## src/rtl/simon_game_core.sv

```systemverilog
// simon_game_core: Simon-says game engine. Plays back a growing pseudo-random
// sequence on the lamps, then checks the player's presses against it with a
// per-press timeout. The sequence is regenerated from a seeded LFSR each pass.
//
// Ports:
//   clk     system clock
//   reset   asynchronous, active-high; clears all state
//   tick    one-cycle timing enable; every duration counts tick pulses
//   start   start level; its rising edge starts a game when not busy
//   button  debounced buttons, active-high, one per channel
//   colour  lamp drive, one per channel
//   score   number of completed rounds
//   busy    game in progress
//   win     all MAX_LEN rounds completed
//   lose    wrong press, multiple press, or timeout
module simon_game_core #(
    parameter int unsigned N_BTN         = 4,
    parameter int unsigned MAX_LEN       = 16,
    parameter int unsigned SHOW_TICKS    = 5,
    parameter int unsigned GAP_TICKS     = 2,
    parameter int unsigned TIMEOUT_TICKS = 50,
    parameter logic [15:0] SEED          = 16'hACE1,
    localparam int unsigned SW           = $clog2(MAX_LEN + 1)
) (
    input  logic             clk,
    input  logic             reset,
    input  logic             tick,
    input  logic             start,
    input  logic [N_BTN-1:0] button,
    output logic [N_BTN-1:0] colour,
    output logic [SW-1:0]    score,
    output logic             busy,
    output logic             win,
    output logic             lose
);

    localparam int unsigned LB   = $clog2(N_BTN);
    localparam int unsigned CMAX = (SHOW_TICKS > GAP_TICKS)
                                   ? ((SHOW_TICKS > TIMEOUT_TICKS) ? SHOW_TICKS : TIMEOUT_TICKS)
                                   : ((GAP_TICKS > TIMEOUT_TICKS) ? GAP_TICKS : TIMEOUT_TICKS);
    localparam int unsigned CW   = $clog2(CMAX + 1);
    localparam logic [15:0] MASK = 16'hB400;

    typedef enum logic [3:0] {
        IDLE, PREP, SHOW_ON, SHOW_OFF, IN_WAIT, IN_REL, ROUND_OK, WIN, LOSE
    } state_t;

    // Galois step for x^16+x^14+x^13+x^11+1
    function automatic logic [15:0] lfsr_next(input logic [15:0] v);
        return (v >> 1) ^ (v[0] ? MASK : 16'h0000);
    endfunction

    function automatic logic [N_BTN-1:0] onehot(input logic [LB-1:0] sel);
        return N_BTN'(1) << sel;
    endfunction

    state_t           state;
    logic [15:0]      free_lfsr;
    logic [15:0]      game_seed;
    logic [15:0]      seq_lfsr;
    logic             start_d;
    logic [N_BTN-1:0] button_d;
    logic [SW-1:0]    len;
    logic [SW-1:0]    idx;
    logic [CW-1:0]    cnt;

    logic             start_edge;
    logic             press_edge;
    logic [N_BTN-1:0] exp_col;
    logic [15:0]      seq_step;
    logic             last;

    // Edge detects and the currently expected element
    always_comb begin
        start_edge = start & ~start_d;
        press_edge = (button != '0) && (button_d == '0);
        exp_col    = onehot(seq_lfsr[LB-1:0]);
        seq_step   = lfsr_next(seq_lfsr);
        last       = (idx == len - SW'(1));
    end

    // Game FSM with registered outputs
    always_ff @(posedge clk or posedge reset) begin
        if (reset) begin
            state     <= IDLE;
            free_lfsr <= SEED;
            game_seed <= SEED;
            seq_lfsr  <= SEED;
            start_d   <= 1'b0;
            button_d  <= '0;
            len       <= '0;
            idx       <= '0;
            cnt       <= '0;
            colour    <= '0;
            score     <= '0;
            busy      <= 1'b0;
            win       <= 1'b0;
            lose      <= 1'b0;
        end else begin
            free_lfsr <= lfsr_next(free_lfsr);
            start_d   <= start;
            button_d  <= button;

            case (state)
                IDLE, WIN, LOSE: begin
                    // WIN/LOSE hold their lamp pattern; IDLE echoes the buttons
                    if (state == IDLE) colour <= button;
                    if (start_edge) begin
                        game_seed <= free_lfsr;
                        len       <= SW'(1);
                        score     <= '0;
                        win       <= 1'b0;
                        lose      <= 1'b0;
                        busy      <= 1'b1;
                        colour    <= '0;
                        state     <= PREP;
                    end
                end

                PREP: begin
                    seq_lfsr <= game_seed;
                    idx      <= '0;
                    cnt      <= '0;
                    colour   <= onehot(game_seed[LB-1:0]);
                    state    <= SHOW_ON;
                end

                SHOW_ON: begin
                    if (tick) begin
                        if (cnt == CW'(SHOW_TICKS - 1)) begin
                            cnt    <= '0;
                            colour <= '0;
                            state  <= SHOW_OFF;
                        end else begin
                            cnt <= cnt + CW'(1);
                        end
                    end
                end

                SHOW_OFF: begin
                    if (tick) begin
                        if (cnt == CW'(GAP_TICKS - 1)) begin
                            cnt <= '0;
                            if (last) begin
                                // Rewind the sequence for the input phase
                                seq_lfsr <= game_seed;
                                idx      <= '0;
                                colour   <= button;
                                state    <= IN_WAIT;
                            end else begin
                                seq_lfsr <= seq_step;
                                idx      <= idx + SW'(1);
                                colour   <= onehot(seq_step[LB-1:0]);
                                state    <= SHOW_ON;
                            end
                        end else begin
                            cnt <= cnt + CW'(1);
                        end
                    end
                end

                IN_WAIT: begin
                    colour <= button;
                    // A press on the expiry tick wins over the timeout
                    if (press_edge) begin
                        if (button == exp_col) begin
                            state <= IN_REL;
                        end else begin
                            colour <= exp_col;
                            lose   <= 1'b1;
                            busy   <= 1'b0;
                            state  <= LOSE;
                        end
                    end else if (tick) begin
                        if (cnt == CW'(TIMEOUT_TICKS - 1)) begin
                            colour <= exp_col;
                            lose   <= 1'b1;
                            busy   <= 1'b0;
                            state  <= LOSE;
                        end else begin
                            cnt <= cnt + CW'(1);
                        end
                    end
                end

                IN_REL: begin
                    colour <= button;
                    if (button == '0) begin
                        if (last) begin
                            state <= ROUND_OK;
                        end else begin
                            idx      <= idx + SW'(1);
                            seq_lfsr <= seq_step;
                            cnt      <= '0;
                            state    <= IN_WAIT;
                        end
                    end
                end

                ROUND_OK: begin
                    score <= len;
                    if (len == SW'(MAX_LEN)) begin
                        colour <= '1;
                        win    <= 1'b1;
                        busy   <= 1'b0;
                        state  <= WIN;
                    end else begin
                        colour <= '0;
                        len    <= len + SW'(1);
                        state  <= PREP;
                    end
                end

                default: begin
                    state <= IDLE;
                end
            endcase
        end
    end

endmodule

```

## config.mk

```make
export PLATFORM = sky130hd
export DESIGN_NAME = simon_game_core
export DESIGN_NICKNAME = d
export VERILOG_FILES = /design/src/rtl/simon_game_core.sv
export SDC_FILE = /design/constraint.sdc
export NUM_CORES = 1
export LEC_CHECK = 0
export ABC_AREA = 1
export CAP_MARGIN = 30
export CELL_PAD_IN_SITES_DETAIL_PLACEMENT = 1
export CELL_PAD_IN_SITES_GLOBAL_PLACEMENT = 2
export CORE_UTILIZATION = 39
export DETAILED_ROUTE_END_ITERATION = 16
export PLACE_DENSITY_LB_ADDON = 0.12
export SYNTH_ARGS = -nofsm -noshare
export SYNTH_HDL_FRONTEND = slang
export SYNTH_SLANG_ARGS = --single-unit
```

## constraint.sdc

```tcl
create_clock -name clk -period 5 [get_ports clk]
set_clock_uncertainty 0.1 [all_clocks]
set_input_delay 1 -clock clk [delete_from_list [all_inputs] [get_ports clk]]
set_output_delay 1 -clock clk [all_outputs]
set_load 0.02 [all_outputs]
```

After elaboration in Yosys (flattened, before gate mapping)
Cells that the tools add are included.
{"block": "word_totals", "ff_bits": 85, "output_inout_bits": 12, "wordCells": 148, "in_bits": 8}
{"block": "op_classes", "n_reduce_logical": 22, "n_addsub": 4, "bitwise": 4, "n_eq_ne": 30, "mux": 71, "shifts": 3}
{"operator": "$mux W16", "n": 7}
{"operator": "$mux W4", "n": 22}
{"operator": "$pmux W4 S7", "n": 2}
{"operator": "$mux W6", "n": 9}
{"operator": "$pmux W16 S3", "n": 1}
{"operator": "$mux W5", "n": 8}
{"operator": "$xor A15 B16 Y16", "n": 2}
{"operator": "$pmux W6 S5", "n": 1}
{"operator": "$ne A2 B2 Y1 const B", "n": 12}
{"operator": "$pmux W5 S2", "n": 2}
{"operator": "$eq A4 B3 Y1 const B", "n": 4}
{"operator": "$reduce_and A8 Y1", "n": 2}
{"operator": "$pmux W5 S3", "n": 1}
{"operator": "$logic_not A4 Y1", "n": 3}
{"operator": "$mux W1", "n": 12}
{"operator": "$ne A3 B3 Y1 const B", "n": 4}
{"operator": "$reduce_and A6 Y1", "n": 2}
{"operator": "$shl A1 B2 Y4 const A", "n": 3}
{"operator": "$add A5 B1 Y5 const B", "n": 2}
{"operator": "$reduce_and A5 Y1", "n": 2}
{"operator": "$eq A4 B2 Y1 const B", "n": 2}
{"operator": "$reduce_bool A7 Y1", "n": 1}
{"operator": "$add A6 B1 Y6 const B", "n": 1}
{"operator": "$eq A6 B1 Y1 const B", "n": 1}
{"operator": "22 further kinds", "n": 28}

Depth between registers and ports, before layout
{"block": "depth", "ltp_word": 7, "depth_mapped": 16, "mapped_depth_nobuf": 15}

Least setup slack after synthesis
Ideal clock, no wire load.
{"block": "synth_timing", "path_type": "input to register", "startpoint": "input button[0]", "endpoint": "register cnt[3]", "path_buffers": 1, "stages": 9, "setup_ns": 0.118, "required_ns": 4.782, "path_slack_ns": 2.719, "t_arrival_ns": 2.063, "cell_sequence": "inv_1 nand4_1 nand2_1 nand3_1 a211oi_2 nand3_1 buf_4 nand2_1 o21ai_2"}
{"block": "synth_between", "elab_chain_cells": 4, "elab_cells_between_ends": 6, "classes_between": "2 x eq/ne; 4 x reduce/logical"}
{"item": "start, declared", "line": "29", "text": "input logic [N_BTN-1:0] button,"}
{"item": "$reduce_bool A4 Y1", "line": "76", "text": "press_edge = (button != '0) && (button_d == '0);"}
{"item": "$logic_and A1 B1 Y1", "line": "76"}
{"item": "$ne A2 B2 Y1 (no source line)"}
{"item": "$reduce_and A8 Y1 (no source line) (*)"}
{"item": "end signal, assigned", "line": "135", "text": "cnt <= cnt + CW'(1);"}
{"item": "end signal, assigned", "line": "157", "text": "cnt <= cnt + CW'(1);"}
{"item": "end signal, assigned", "line": "181", "text": "cnt <= cnt + CW'(1);"}
{"item": "end, declared", "line": "65", "text": "logic [CW-1:0] cnt;"}
Mark *: on every way between the ends. The rest lies on a longest branch, timed or not.
A chain may end at the register's enable or synchronous reset.

Final worst setup path
{"block": "layout_timing", "startpoint": "input button[2]", "endpoint": "register cnt[4]"}
The elaborated chain is that of the path after synthesis.

==> key figures <==
Outcome
  – Status: finished, final reports clean

Floorplanning
  – Die area: 12200 um^2
  – Ports: 20
  – Chip height: 110 um
  – Die Width: 110 um
  – CORE AREA: 11500 um^2
  – Initial Utilization: 40.0%
  – Number of core rows: 39

Setup path
  – Critical path endpoint category: flop
  – Crit path from: button[2]
  – Setup crit end: cnt[4]
  – CP peak stage delay: 480 ps
  – Critical Path RT: 5120 ps
  – Flop2flop setup slack: 2230 ps
  – Reg-to-Reg Start: len[0]
  – Critical R2R Capture: seq_lfsr[12]
  – CP startpoint kind: input port
  – Critical path class: in -> reg
  – Crit-path cells: clkdlybuf4s50_1, inv_1, nand4_1, nand2_1, nand3_1, a211oi_2, nand3_1, nand2_1, o21ai_2
  – Critical-path top delay cell: clkdlybuf4s50_1
  – Reg2reg path depth: 12
  – Critical Path Fanout Max: 12
  – Worst EP arrival: 3120 ps

Placement
  – Post-DP HPWL: 8710 um
  – Placed insts: 729
  – I/O Buffers: 19
  – Placer Congestion: 0.890
  – Placed cell area: 4870 um^2

Global route
  – GRT overflow: 0
  – Vias in the first global route: 3988
  – Largest net degree at the start of global routing: 48
  – Initial antenna violation count: 0
  – First-pass GRT wire length: 20200 um
  – Tot GR Track Use: 20.8%

Routing
  – Number of DRC markers in iteration 0: 179
  – Vias post-DR: 3796
  – DR vias/cell: 5.10
  – Post-route ant nets: 0
  – Total Wirelength: 11800 um
  – DR pass1 iterations: 4
  – Drt wl/cell: 15.8 um
  – DRC errors left: 0

Cells and area
  – Share of cells above drive strength 1: 13.1%
  – Antenna Cells: 0
  – Layout Cells excl Fill: 745
  – Area Overhead vs Synth: 12.5%
  – NumNets Final: 611
  – Post-Layout Inst Area: 5160 um^2

Synth
  – FFs w/ async S/R, synth: 100%
  – Post-synth EDFFs: 0
  – Synth Flop Type: dfrtp_1
  – Seq/Total Area, Yosys: 47.0%
  – Synthesized area per cell: 7.89 um^2
  – Syn. warnings: 0
  – Post-Syn Nets: 596
  – Mapped Area: 4590 um^2
  – Distinct cells, synth: 41
  – Flops & latches, synth: 85
  – Syn Inst Count: 582

Job
  – Max Cap Violations: 0

STA
  – RSZ-0062 raised after global routing: false
  – Final setup violation count: 0
  – Worst Tran Pin Value: 912 ps
  – Final Hold Viols: 0
  – Max_slew headroom: 38.6%
  – Fin crit share: 60.1%
  – Total negative slack: 0 ps
  – Fmax: 333 MHz
  – Post-layout min period: 3000 ps
  – Slew Limit Fails: 0

Clock network
  – Hold buffers post-CTS: 0
  – Post_cts resized: 0
  – CTS tree: built
  – H-tree lvl count: 3
  – Clk_lat worst skew: 340 ps
  – Clock sink total: 85
  – Clk root buf: clkbuf_16
  – CTS clk-pin slew, worst paths: 60 ps
  – CTS max path bufs: 2
  – Inserted Clock Buffers: 9
  – Setup bufs post-CTS: 0

Pwr
  – Leakage: 2.51 nW
  – Overall power: 2.81 mW
  – Max VDD drop: 0.000253 V
  – Power Dens Cells: 544 nW/um^2

Hold path
  – HP Class: reg -> reg
-- layer usage --
layer	GRT usage [%]	vias to the layer above	share of wire (%)
met5	0	-	0
met4	7.02	0	1.4
met3	2.91	11	2.5
met2	32.8	48	45
met1	29.3	1858	51
li1	-	1879	-
-- report_power, final --
group	leakage, nW	switching [mW]	total, mW	internal (mW)
clock network	0.138	0.290	0.682	0.392
registers	1.07	0.105	0.927	0.821
logic	1.30	0.824	1.20	0.373
-- how the worst min path moves through the flow --
stage                     cells after the start         start            to  slack, ps
final                                         0  free_lfsr[7]  free_lfsr[6]        260
after CTS                                     0  free_lfsr[7]  free_lfsr[6]        270
after floorplan                               0  free_lfsr[6]  free_lfsr[5]        250
after global routing                          0  free_lfsr[7]  free_lfsr[6]        270
after detailed placement                      0  free_lfsr[7]  free_lfsr[6]        260
after global placement                        0  free_lfsr[6]  free_lfsr[5]        260
-- worst max-delay path: cells and delay by family --
kind                   cells  cell delay, ps
and+or+nand+nor            5            1220
buffers and inverters      2             650
AOI/OAI and AO/OA          2             260
-- cells in the final DEF, fill, tap and decap left out, types with 9 or more instances in the layout --
cell type        instances
nand2_1                201
inv_1                   61
dfrtp_1                 61
o21ai_0                 43
nand3_1                 38
nor2_1                  30
dfstp_2                 24
clkdlybuf4s50_1         19
xor2_1                  12
a21oi_1                 10
clkbuf_16                9
-- layout make-up --
cell class | instances | area (um^2)
fillers | 1413 | 6300
flip-flops and latches | 85 | 2160
multi-input cells | 412 | 2050
inverters | 68 | 256
clock buffers | 12 | 236
repair buffers | 21 | 225
well taps | 143 | 179
clock inverters | 4 | 55.1
-- sequential cells by signal (all words and copies together) (netlist names) --
name / count
game_seed: 16
free_lfsr: 16
state: 4
idx: 5
button_d: 4
len: 5
score: 5
seq_lfsr: 16
start_d: 1
cnt: 6
win: 1
lose: 1
busy: 1
colour: 4
-- cells by family after synthesis --
family / Yosys count / synth area share [%]
AO/OA/AOI/OAI: 82 / 10.6
adder cells (fa/ha/maj): 6 / 1.64
XOR/XNOR: 16 / 3.05
AND/OR/NAND/NOR: 308 / 29.5
buffers and inverters: 85 / 8.26
flip-flops: 85 / 47.0
-- synth_stat cells (all sizes together) (4+ instances only) --
| cell type | instances | area share, % |
|---|---|---|
| or2 | 4 | 0.55 |
| buf | 14 | 2.2 |
| nand4 | 7 | 0.95 |
| inv | 67 | 5.5 |
| dfstp | 24 | 14 |
| a21oi | 10 | 1.1 |
| xnor2 | 4 | 0.76 |
| dfrtp | 61 | 33 |
| a31oi | 5 | 0.68 |
| ha | 6 | 1.6 |
| o21ai | 57 | 6.9 |
| xor2 | 12 | 2.3 |
| nand2 | 212 | 18 |
| nand3 | 41 | 4.8 |
| nor2 | 36 | 3.6 |
-- metrics by stage --
stage | setup WS (ps) | hold slack (ps) | utilization (%)
finish | 2000 | 265 | 45.0
CTS | 2000 | 267 | 45.0
floorplan | 1750 | 254 | -
global placement | 1630 | 255 | 42.2
detailed placement | 1660 | 257 | 42.5
global route | 1750 | 273 | 45.0
(Power assumes the default switching activity.)
